### src/rtl/parking_access_ctrl.sv
// Token-authenticated parking entry controller with slot occupancy tracking,
// bounded retries with timed lockout, and a peak/off-peak tariff latch.
module parking_access_ctrl #(
    parameter int unsigned       TOKEN_W     = 3,
    parameter int unsigned       TIME_W      = 8,
    parameter logic [TIME_W-1:0] PEAK_MASK   = TIME_W'(8'h1F),
    parameter int unsigned       MAX_TRIES   = 3,
    parameter int unsigned       LOCK_CYCLES = 16,
    parameter int unsigned       SLOTS       = 4,
    parameter int unsigned       CNT_W       = $clog2(SLOTS + 1)
) (
    input  logic               clock,
    input  logic               reset,
    input  logic               request,
    input  logic               confirm,
    input  logic [TOKEN_W-1:0] system_token,
    input  logic [TOKEN_W-1:0] user_token,
    input  logic [TIME_W-1:0]  TimeData,
    input  logic               car_exit,
    output logic               RegP,
    output logic               RegQ,
    output logic               grant,
    output logic               deny,
    output logic               locked,
    output logic [CNT_W-1:0]   occupied,
    output logic               full,
    output logic [2:0]         state
);

    localparam int unsigned TRY_W = $clog2(MAX_TRIES + 1);
    localparam int unsigned TMR_W = $clog2(LOCK_CYCLES + 1);

    typedef enum logic [2:0] {
        IDLE  = 3'd0,
        AUTH  = 3'd1,
        ARMED = 3'd2,
        BILL  = 3'd3,
        DENY  = 3'd4,
        LOCK  = 3'd5
    } state_t;

    state_t             state_q;
    state_t             state_n;
    logic [TRY_W-1:0]   tries_q;
    logic [TRY_W-1:0]   tries_n;
    logic [TMR_W-1:0]   timer_q;
    logic [TMR_W-1:0]   timer_n;
    logic [CNT_W-1:0]   occ_n;
    logic               confirm_q;
    logic               cfe;
    logic               peak;
    logic               grant_n;
    logic               reg_p_n;
    logic               reg_q_n;

    assign cfe   = confirm & ~confirm_q;
    assign peak  = ((TimeData & PEAK_MASK) == PEAK_MASK);
    assign full  = (occupied == CNT_W'(SLOTS));
    assign state = state_q;

    // Next-state, retry/lockout bookkeeping, tariff latch and occupancy
    always_comb begin
        state_n = state_q;
        tries_n = tries_q;
        timer_n = timer_q;
        reg_p_n = RegP;
        reg_q_n = RegQ;
        grant_n = 1'b0;
        occ_n   = occupied;

        case (state_q)
            IDLE: begin
                if (request) state_n = AUTH;
            end
            AUTH: begin
                if (!request) begin
                    state_n = IDLE;
                end else if (cfe) begin
                    if (full) begin
                        state_n = DENY;
                    end else if (user_token == system_token) begin
                        state_n = ARMED;
                        tries_n = '0;
                    end else if (tries_q + TRY_W'(1) == TRY_W'(MAX_TRIES)) begin
                        state_n = LOCK;
                        timer_n = TMR_W'(LOCK_CYCLES);
                        tries_n = '0;
                    end else begin
                        state_n = DENY;
                        tries_n = tries_q + TRY_W'(1);
                    end
                end
            end
            ARMED: begin
                if (!request) begin
                    state_n = IDLE;
                end else if (cfe) begin
                    if (full) begin
                        state_n = DENY;
                    end else begin
                        state_n = BILL;
                        grant_n = 1'b1;
                        reg_p_n = peak;
                        reg_q_n = ~peak;
                    end
                end
            end
            BILL, DENY: begin
                if (!request) state_n = IDLE;
            end
            LOCK: begin
                timer_n = timer_q - TMR_W'(1);
                if (timer_q == TMR_W'(1)) state_n = IDLE;
            end
            default: begin
                state_n = IDLE;
            end
        endcase

        // Returning to IDLE always drops the tariff selection
        if (state_n == IDLE) begin
            reg_p_n = 1'b0;
            reg_q_n = 1'b0;
        end

        if (grant_n && !car_exit) begin
            occ_n = occupied + CNT_W'(1);
        end else if (!grant_n && car_exit && (occupied != '0)) begin
            occ_n = occupied - CNT_W'(1);
        end
    end

    always_ff @(posedge clock) begin
        if (reset) begin
            state_q   <= IDLE;
            tries_q   <= '0;
            timer_q   <= '0;
            confirm_q <= 1'b0;
            RegP      <= 1'b0;
            RegQ      <= 1'b0;
            grant     <= 1'b0;
            deny      <= 1'b0;
            locked    <= 1'b0;
            occupied  <= '0;
        end else begin
            state_q   <= state_n;
            tries_q   <= tries_n;
            timer_q   <= timer_n;
            confirm_q <= confirm;
            RegP      <= reg_p_n;
            RegQ      <= reg_q_n;
            grant     <= grant_n;
            deny      <= (state_n == DENY);
            locked    <= (state_n == LOCK);
            occupied  <= occ_n;
        end
    end

endmodule

### config.mk
export PLATFORM = sky130hd
export DESIGN_NAME = parking_access_ctrl
export DESIGN_NICKNAME = d
export VERILOG_FILES = /design/src/rtl/parking_access_ctrl.sv
export SDC_FILE = /design/constraint.sdc
export NUM_CORES = 1
export LEC_CHECK = 0
export CAP_MARGIN = 20
export CORE_UTILIZATION = 46
export DETAILED_ROUTE_END_ITERATION = 10
export PLACE_DENSITY = 0.74
export SETUP_SLACK_MARGIN = 0.2
export SYNTH_ARGS = -nofsm -noshare
export SYNTH_HDL_FRONTEND = slang
export SYNTH_SLANG_ARGS = --single-unit
### constraint.sdc
create_clock -name clock -period 2.6 [get_ports clock]
set_input_delay 0.52 -clock clock [delete_from_list [all_inputs] [get_ports clock]]
set_output_delay 0.52 -clock clock [all_outputs]
set_load 0.01 [all_outputs]
==> Yosys cells after proc, flatten, opt, wreduce, memory -nomap -nowiden <==
Cells that the tools add are included.
W data, S select, Z words.
{ "totals": {"ff_bits": 19} }
{ "op_classes": {"addsub": 4, "eq_ne": 17, "muxes": 26, "n_bitwise": 4, "n_reduce_logical": 15} }
{ "op_table": {"columns": ["op", "n"], "rows": [
  ["$mux W3", 12],
  ["$mux W5", 5],
  ["$eq A3 B3 Y1 const B", 5],
  ["$pmux W3 S5", 1],
  ["$ne A2 B2 Y1 const B", 5],
  ["$pmux W5 S2", 1],
  ["$reduce_and A4 Y1", 2],
  ["$eq A3 B2 Y1 const B", 2],
  ["$logic_not A3 Y1", 2],
  ["$reduce_and A6 Y1", 1],
  ["$eq A5 B1 Y1 const B", 1],
  ["$eq A5 B5 Y1 const B", 1],
  ["$mux W1", 5],
  ["$sub A5 B1 Y5 const B", 1],
  ["$mux W2", 2],
  ["$reduce_bool A2 Y1", 2],
  ["$reduce_or A2 Y1", 2],
  ["$add A3 B1 Y3 const B", 1],
  ["$eq A3 B1 Y1 const B", 1],
  ["$eq A3 B3 Y1", 1],
  ["$logic_and A1 B1 Y1", 3],
  ["$not A1 Y1", 3],
  ["$reduce_bool A3 Y1", 1],
  ["$sub A3 B1 Y3 const B", 1],
  ["other kinds (4)", 5]
]} }

==> Logic depth before layout (Yosys ltp) <==
{ "logic_depth": {"ltp_word": 10, "depth_mapped": 9} }

==> Worst setup path before layout <==
Ideal clock, no wire load.
{ "synth_path": {"path_kind": "in2reg", "startpoint": "in request", "endpoint": "reg occupied[2]", "arrival_ns": 2.186, "setup_slack_ns": 0.300, "path_stages": 9, "path_cell_list": "and4bb_2 -> and3_4 -> buf_6 -> nand2b_1 -> fa_1 -> nand2b_1 -> o22ai_1 -> nor2_1 -> a2111oi_0"} }
{ "synth_via": {"elab_chain_len": 6, "word_cells_on_any_way": 8, "classes_between": "mux (3); reduce/logical (5)"} }
{ "synth_lines": {"columns": ["element", "line", "text"], "rows": [
  ["from (decl)", "14", "input logic request,"],
  ["$mux W1 *", "95", "if (!request) begin"],
  ["$mux W1 *", "71", "case (state_q)"],
  ["$logic_not A1 Y1", "128", "end else if (!grant_n && car_exit && (occupied != '0)) begin"],
  ["$logic_and A1 B1 Y1 (2 in a row)", "128", null],
  ["$reduce_bool A2 Y1 (no line)", null, null],
  ["to (signal assigned)", "155", "occupied <= occ_n;"],
  ["to (decl)", "25", "output logic [CNT_W-1:0] occupied,"]
]} }
Mark *: on every way between the ends. The rest lies on a longest branch, timed or not.
A chain may end at the register's enable or synchronous reset.

==> Worst setup path in the final report <==
{ "layout_path": {"startpoint": "reg occupied[2]", "endpoint": "out full"} }
{ "layout_via": {"elab_chain_len": 1} }
{ "layout_lines": {"columns": ["element", "line", "text"], "rows": [
  ["$eq A3 B3 Y1", "58", "assign full = (occupied == CNT_W'(SLOTS));"],
  ["to (decl)", "26", "output logic full,"]
]} }
No other way between the ends.

==> summary.md <==
| Metric | Value |
|---|---|
| Unrepaired setup endpoints after global routing | true |
| Cts hold-fix bufs | 0 |
| Inserted Diodes | 0 |
| Die height | 50.7 um |
| Pin count of the biggest net entering global routing | 11 |
| Root Driver | clkbuf_4 |
| Netlist cell types | 44 |
| MaxCap Viol Count | 0 |
| EDFF count, synth | 0 |
| CP Class | reg -> out |
| First-pass GRT wire length | 4290 um |
| Sequential area share after synthesis | 34.9% |
| Htree depth | 1 |
| Worst EP arrival | 1840 ps |
| Syn Nets | 146 |
| Worst endpoint required time | 2080 ps |
| Synth Instances | 124 |
| Crit. End Element | primary output |
| Peak VDD IR | 0.335 mV |
| Asr flop ratio synth | 0% |
| Post-synthesis register bit count | 19 |
| Core area | 2230 um2 |
| Vias per cell | 5.41 |
| Synthesized area | 1090 um2 |
| Final #Nets | 181 |
| Reg2reg start | occupied[2] |
| Slew @ Worst Pin | 408 ps |
| RD Place Congestion | 0.885 |
| Drt pass-1 iters | 3 |
| Status | finished clean |
| Synthesized area per cell | 8.80 um2 |
| Port Buffers | 27 |
| Layout Area Growth over Synthesis | 33.9% |
| HPWL after detailed placement | 1930 um |
| Clk sinks | 19 |
| Final Hold Viols | 0 |
| Fin. max-slew vios | 0 |
| Hold Crit Class | reg -> reg |
| Final Cycle Share | 90.7% |
| Clock Latency Late Sink | 310 ps |
| DR vias | 1007 |
| Crit path launch type | register |
| WL/cell | 13.2 um |
| PD cells | 433 nW/um2 |
| Residual DRC count | 0 |
| Final Util | 65.4% |
| CTS tree | yes |
| Commonest non-fill, non-tap cell in the layout | clkdlybuf4s50_1 |
| Site Rows | 17 |
| Final min period | 2360 ps |
| Total GRT Usage | 22.3% |
| Post-route total power | 0.632 mW |
| Antenna Nets Post-Route | 0 |
| Clock skew | 5.29 ps |
| CP Launch Point | occupied[2] |
| Leak | 0.567 nW |
| Worst-path clk slew | 110 ps |
| Commonest cells after routing, fill and taps aside | 27 x clkdlybuf4s50_1, 18 x dfxtp_1, 14 x nor2_1 |
| Main area contributors after synthesis | dfxtp_1 35%, nor2_1 4.8%, xor2_1 4.0% |
| Worst hold start | occupied[0] |
| Final setup vio count | 0 |
| Die width | 50.7 um |
| First DRT Iteration DRCs | 12 |
| Routed Wire Length | 2450 um |
| I/O pins | 31 |
| Achievable Freq | 424 MHz |
| Critical Path Fanout Max | 6 |
| Synth Warn # | 0 |
| GR Overflow Total | 0 |
| TritonCTS Buffers | 3 |
| Max-Slew Margin vs Limit | 72.1% |
| Fraction of layout cells with a size suffix above 1 | 11.4% |
| Max Buffers Root-to-Sink | 2 |
| Synth area leader | dfxtp_1 |
| Synth top area share | 34.9% |
| Full die area | 2570 um2 |
| Vias in the first global route | 1002 |
| Initial antenna violation count | 0 |
| Initial core utilization | 48.9% |
| Top_reg_cell synth | dfxtp_1 |
[timing repair]
action / 4_1_cts / 5_1_grt
buffers inserted: 0 / 0
endpoints found under the setup margin: 1 / 2
resized for setup: 1 / 2
gates cloned: 0 / 0
pin swaps: 1 / 1
[critical path, cell delays in order, from the launching register on]
cell,delay [ps]
dfxtp_1,420
or3b_4,440
inv_1,120
clkdlybuf4s50_1,550
[synthesized netlist by cell type, types with 2 or more instances]
cell type / n
a2111oi_0: 2
a21oi_1: 6
a311o_1: 3
a31oi_1: 2
and2_1: 5
and3_1: 2
clkbuf_1: 2
dfxtp_1: 19
ha_1: 2
inv_1: 6
nand2_1: 6
nand2b_1: 3
nand3_1: 3
nor2_1: 14
nor2b_1: 6
nor3_1: 2
nor3b_1: 2
nor4bb_1: 2
o21a_1: 3
o22ai_1: 2
o32ai_1: 2
xnor2_1: 4
xor2_1: 5
[stage by stage]
| step | hold WS (ps) | cells | TNS [ps] | setup WS (ps) | cell area (um2) |
|---|---|---|---|---|---|
| after detailed placement | 532 | 182 | -172 | -147 | 1430 |
| after CTS | 557 | 186 | 0 | 215 | 1460 |
| after floorplan | 494 | 124 | 0 | 300 | 1090 |
| final | 536 | 186 | 0 | 241 | 1460 |
| after global placement | 521 | 182 | -74.4 | -74.4 | 1430 |
| after global routing | 568 | 186 | 0 | 173 | 1460 |
[final timing paths]
path                            slack [ps]           to  cells after the start
worst max-delay path                   240         full                      3
worst min-delay path                   540  occupied[0]                      2
worst max register to register         480  occupied[1]                      7
worst min register to register         540  occupied[0]                      2
[sequential cells by signal, indices dropped and copies added, names as in the netlist]
name and flops:
confirm_q 1, RegP 1, deny 1, occupied 3, tries_q 2, locked 1, state 3, RegQ 1
grant 1, timer_q 5
[metal layers]
layer | routed length, um | GRT usage, % | vias up
li1 | - | - | 522
met1 | 1080 | 26.0 | 461
met2 | 1250 | 39.1 | 19
met3 | 73 | 4.55 | 5
met4 | 38 | 9.26 | 0
met5 | 0 | 0 | -
[report_power, final]
part / total, mW / internal [mW] / switching, mW / leakage, nW
clock: 0.155 / 0.0599 / 0.0949 / 0.0150
combinational: 0.155 / 0.0905 / 0.0644 / 0.398
sequential: 0.323 / 0.303 / 0.0197 / 0.155
[area by class of cell]
class / instances / area, um2
Tap cell: 28 / 35.0
Sequential cell: 19 / 382
Inverter: 6 / 22.5
Clock buffer: 4 / 26.3
Fill cell: 200 / 772
Timing Repair Buffer: 34 / 323
Multi-Input combinational cell: 95 / 673
[cell families after synthesis]
logic type | after synthesis | share of synthesized area [%]
AO/OA/AOI/OAI | 29 | 20.2
flip-flops | 19 | 34.9
adder cells (fa/ha/maj) | 3 | 4.13
multiplexers | 2 | 1.95
AND/OR/NAND/NOR | 52 | 27.4
XOR/XNOR | 9 | 7.22
buffers and inverters | 10 | 4.24
(Power assumes the default switching activity.)
==> variant: new RTL, same flow settings <==
`TOKEN_W`: 3 -> 6.
--- a/src/rtl/parking_access_ctrl.sv
+++ b/src/rtl/parking_access_ctrl.sv
@@ -1,7 +1,7 @@
 // Token-authenticated parking entry controller with slot occupancy tracking,
 // bounded retries with timed lockout, and a peak/off-peak tariff latch.
 module parking_access_ctrl #(
-    parameter int unsigned       TOKEN_W     = 3,
+    parameter int unsigned       TOKEN_W     = 6,
     parameter int unsigned       TIME_W      = 8,
     parameter logic [TIME_W-1:0] PEAK_MASK   = TIME_W'(8'h1F),
     parameter int unsigned       MAX_TRIES   = 3,
Ports: changed (resized system_token and user_token); port bits go from 31 to 37. No check against the original RTL was run, so the function may have changed too.
==> variant against the unedited design <==
  * Clock skew grew 0.55 ps
  * Combinational power shrank 7%
  * Critical endpoint is now occupied[1]
  * Largest power group unchanged
  * Final cell count grew 15%
  * Wire length grew 14%
  * Register-to-register slack lost 280 ps
  * Design area grew 13%
  * Sequential cell count is the same
  * Sequential power shrank 4%
  * Critical path type is now flop to flop
  * Synthesized cell count grew 9.7%
  * Worst setup slack lost 45 ps
  * Power shrank 3.3%
  * Synthesized area grew 5.5%
==> variant: results (changes against the unedited design) <==
| Metric | Value |
|---|---|
| Outcome | finished clean |
| Placed Instance Area | 1593 sq um (+12%) |
| GRT Total Usage | 23.23% (+0.95 points) |
| Placed insts | 205 (+13%) |
| Pin count of the biggest net entering global routing | 13 (+2) |
| Pre-antenna DRT Iters | 4 (+1) |
| FFs w/ async S/R, synth | 0% (unchanged) |
| Via/cell ratio | 5.648 (+4.3%) |
| H-tree levels | 1 (unchanged) |
| Worst Tran Pin Value | 498.7 ps (+90.68 ps) |
| DP Wirelength | 2049 um (+6.0%) |
| Ys Warns | 0 (unchanged) |
| Synth top area cells | dfxtp_1 33%, nor2_1 4.9%, xor2_1 4.6% |
| Synth Flop Type | dfxtp_1 |
| Most instantiated cells after synthesis | 19 x dfxtp_1, 15 x nor2_1, 9 x nand2_1, 8 x a21oi_1, 8 x inv_1 |
| Pleak | 0.6419 nW (+13%) |
| Final Skew | 5.838 ps (+0.5482 ps) |
| Ant diodes | 0 (unchanged) |
| Largest register FFs | 5 (unchanged) |
| Worst-skew pair later-pin latency | 310 ps (about the same) |
| Net Count, Synth | 164 (+12%) |
| Initial antenna violation count | 0 (unchanged) |
| Layout cell share with drive strength beyond 1 | 17.84% (+6.4 points) |
| Crit path max fanout | 4 (-2) |
| IO buf count | 33 (+22%) |
| Worst hold path class | flop to flop |
| Global-route wire length before repair | 4692 um (+9.3%) |
| Worst endpoint data arrival time | 2600 ps (+760 ps) |
| Peak supply drop | 0.3470 mV (+3.7%) |
| Mean post-synth cell area | 8.464 sq um (-3.8%) |
| Post-synthesis sequential area ratio | 33.04% (-1.8 points) |
| Synth cell types | 46 (+4.5%) |
| Num CTS Buffers | 3 (unchanged) |
| Vias in the first global route | 1083 (+8.1%) |
| Initial drt markers | 17 (+5) |
| Clock transition at the registers of the reported paths | 120 ps |
| CTS root buf | clkbuf_4 |
| Placer's final routability congestion estimate | 0.7850 (-11%) |
| Post-Route WL | 2798 um (+14%) |
| DR vias | 1203 (+19%) |
| Top reg by flops | timer_q |
| Clk buf depth | 2 (unchanged) |
variant: cell count changes after synthesis, moves of 3 or more:
cell and delta:
or4b_2 +3, and2_1 -4, a211o_1 +4, a311o_1 -3, o21ai_0 +4, nand2_1 +3, xnor2_1 -3, nand3b_1 +3
o21a_1 -3
variant: cell type report:
cell class,instances,area [sq um]
Multi-Input combinational cell,104,714.4
Timing Repair Buffer,49,447.9
Sequential cell,19,391.6
Fill cell,172,623.1
Tap cell,28,35.03
Inverter,9,36.28
Clock inverter,1,5.005
Clock buffer,3,22.52
variant: cell families after synthesis:
| group | count (synthesis) | synth area share, % |
|---|---|---|
| compound gates | 34 | 20.43 |
| fa+ha+maj | 3 | 3.913 |
| simple gates | 57 | 28.91 |
| buf+inv | 13 | 5.761 |
| mux | 3 | 2.609 |
| flops | 19 | 33.04 |
| xor+xnor | 7 | 5.326 |
variant: per-layer routing:
layer / wire, um / track usage (%) / up-vias
met1: 1242 / 27.58 / 557
met4: 50 / 10.36 / 0
met3: 130 / 2.632 / 5
met5: 0 / 0 / -
met2: 1376 / 41.24 / 37
li1: - / - / 604
variant: critical path, cell delays in order, from the launching register on:
cell      delay (ps)
dfxtp_4          360
or3b_4           250
inv_4             40
or4_4            490
nor2_4           110
inv_2             40
fa_1             470
o21ai_1          100
mux2i_1           90
a222oi_1         270
nor2_1            60
variant: report_power, final:
group,switching (mW),internal (mW)
logic,0.0612,0.0827
registers,0.00991,0.299
clock network,0.101,0.0575
variant: metrics by stage:
stage	setup TNS, ps	hold slack [ps]	worst slack (ps)
CTS	0	487.2	154.5
floorplan	0	444.8	87.81
global placement	-307.9	457.1	-229.3
finish	0	488.9	195.7
global route	0	507.4	67.39
detailed placement	-369.9	470.8	-284.2
variant: timing repair:
action / CTS / global route
resized for setup: 6 / 0
setup endpoints to repair: 1 / 1
buffers inserted: 3 / 1
pin swaps: 5 / 3
variant: worst paths after layout:
kind	slack (ps)	start	cells after the start	to
worst min-delay path	490	tries_q[1]	2	tries_q[1]
worst max-delay path	200	occupied[2]	10	occupied[1]
worst min register to register	490	tries_q[1]	2	tries_q[1]
worst max register to register	200	occupied[2]	10	occupied[1]
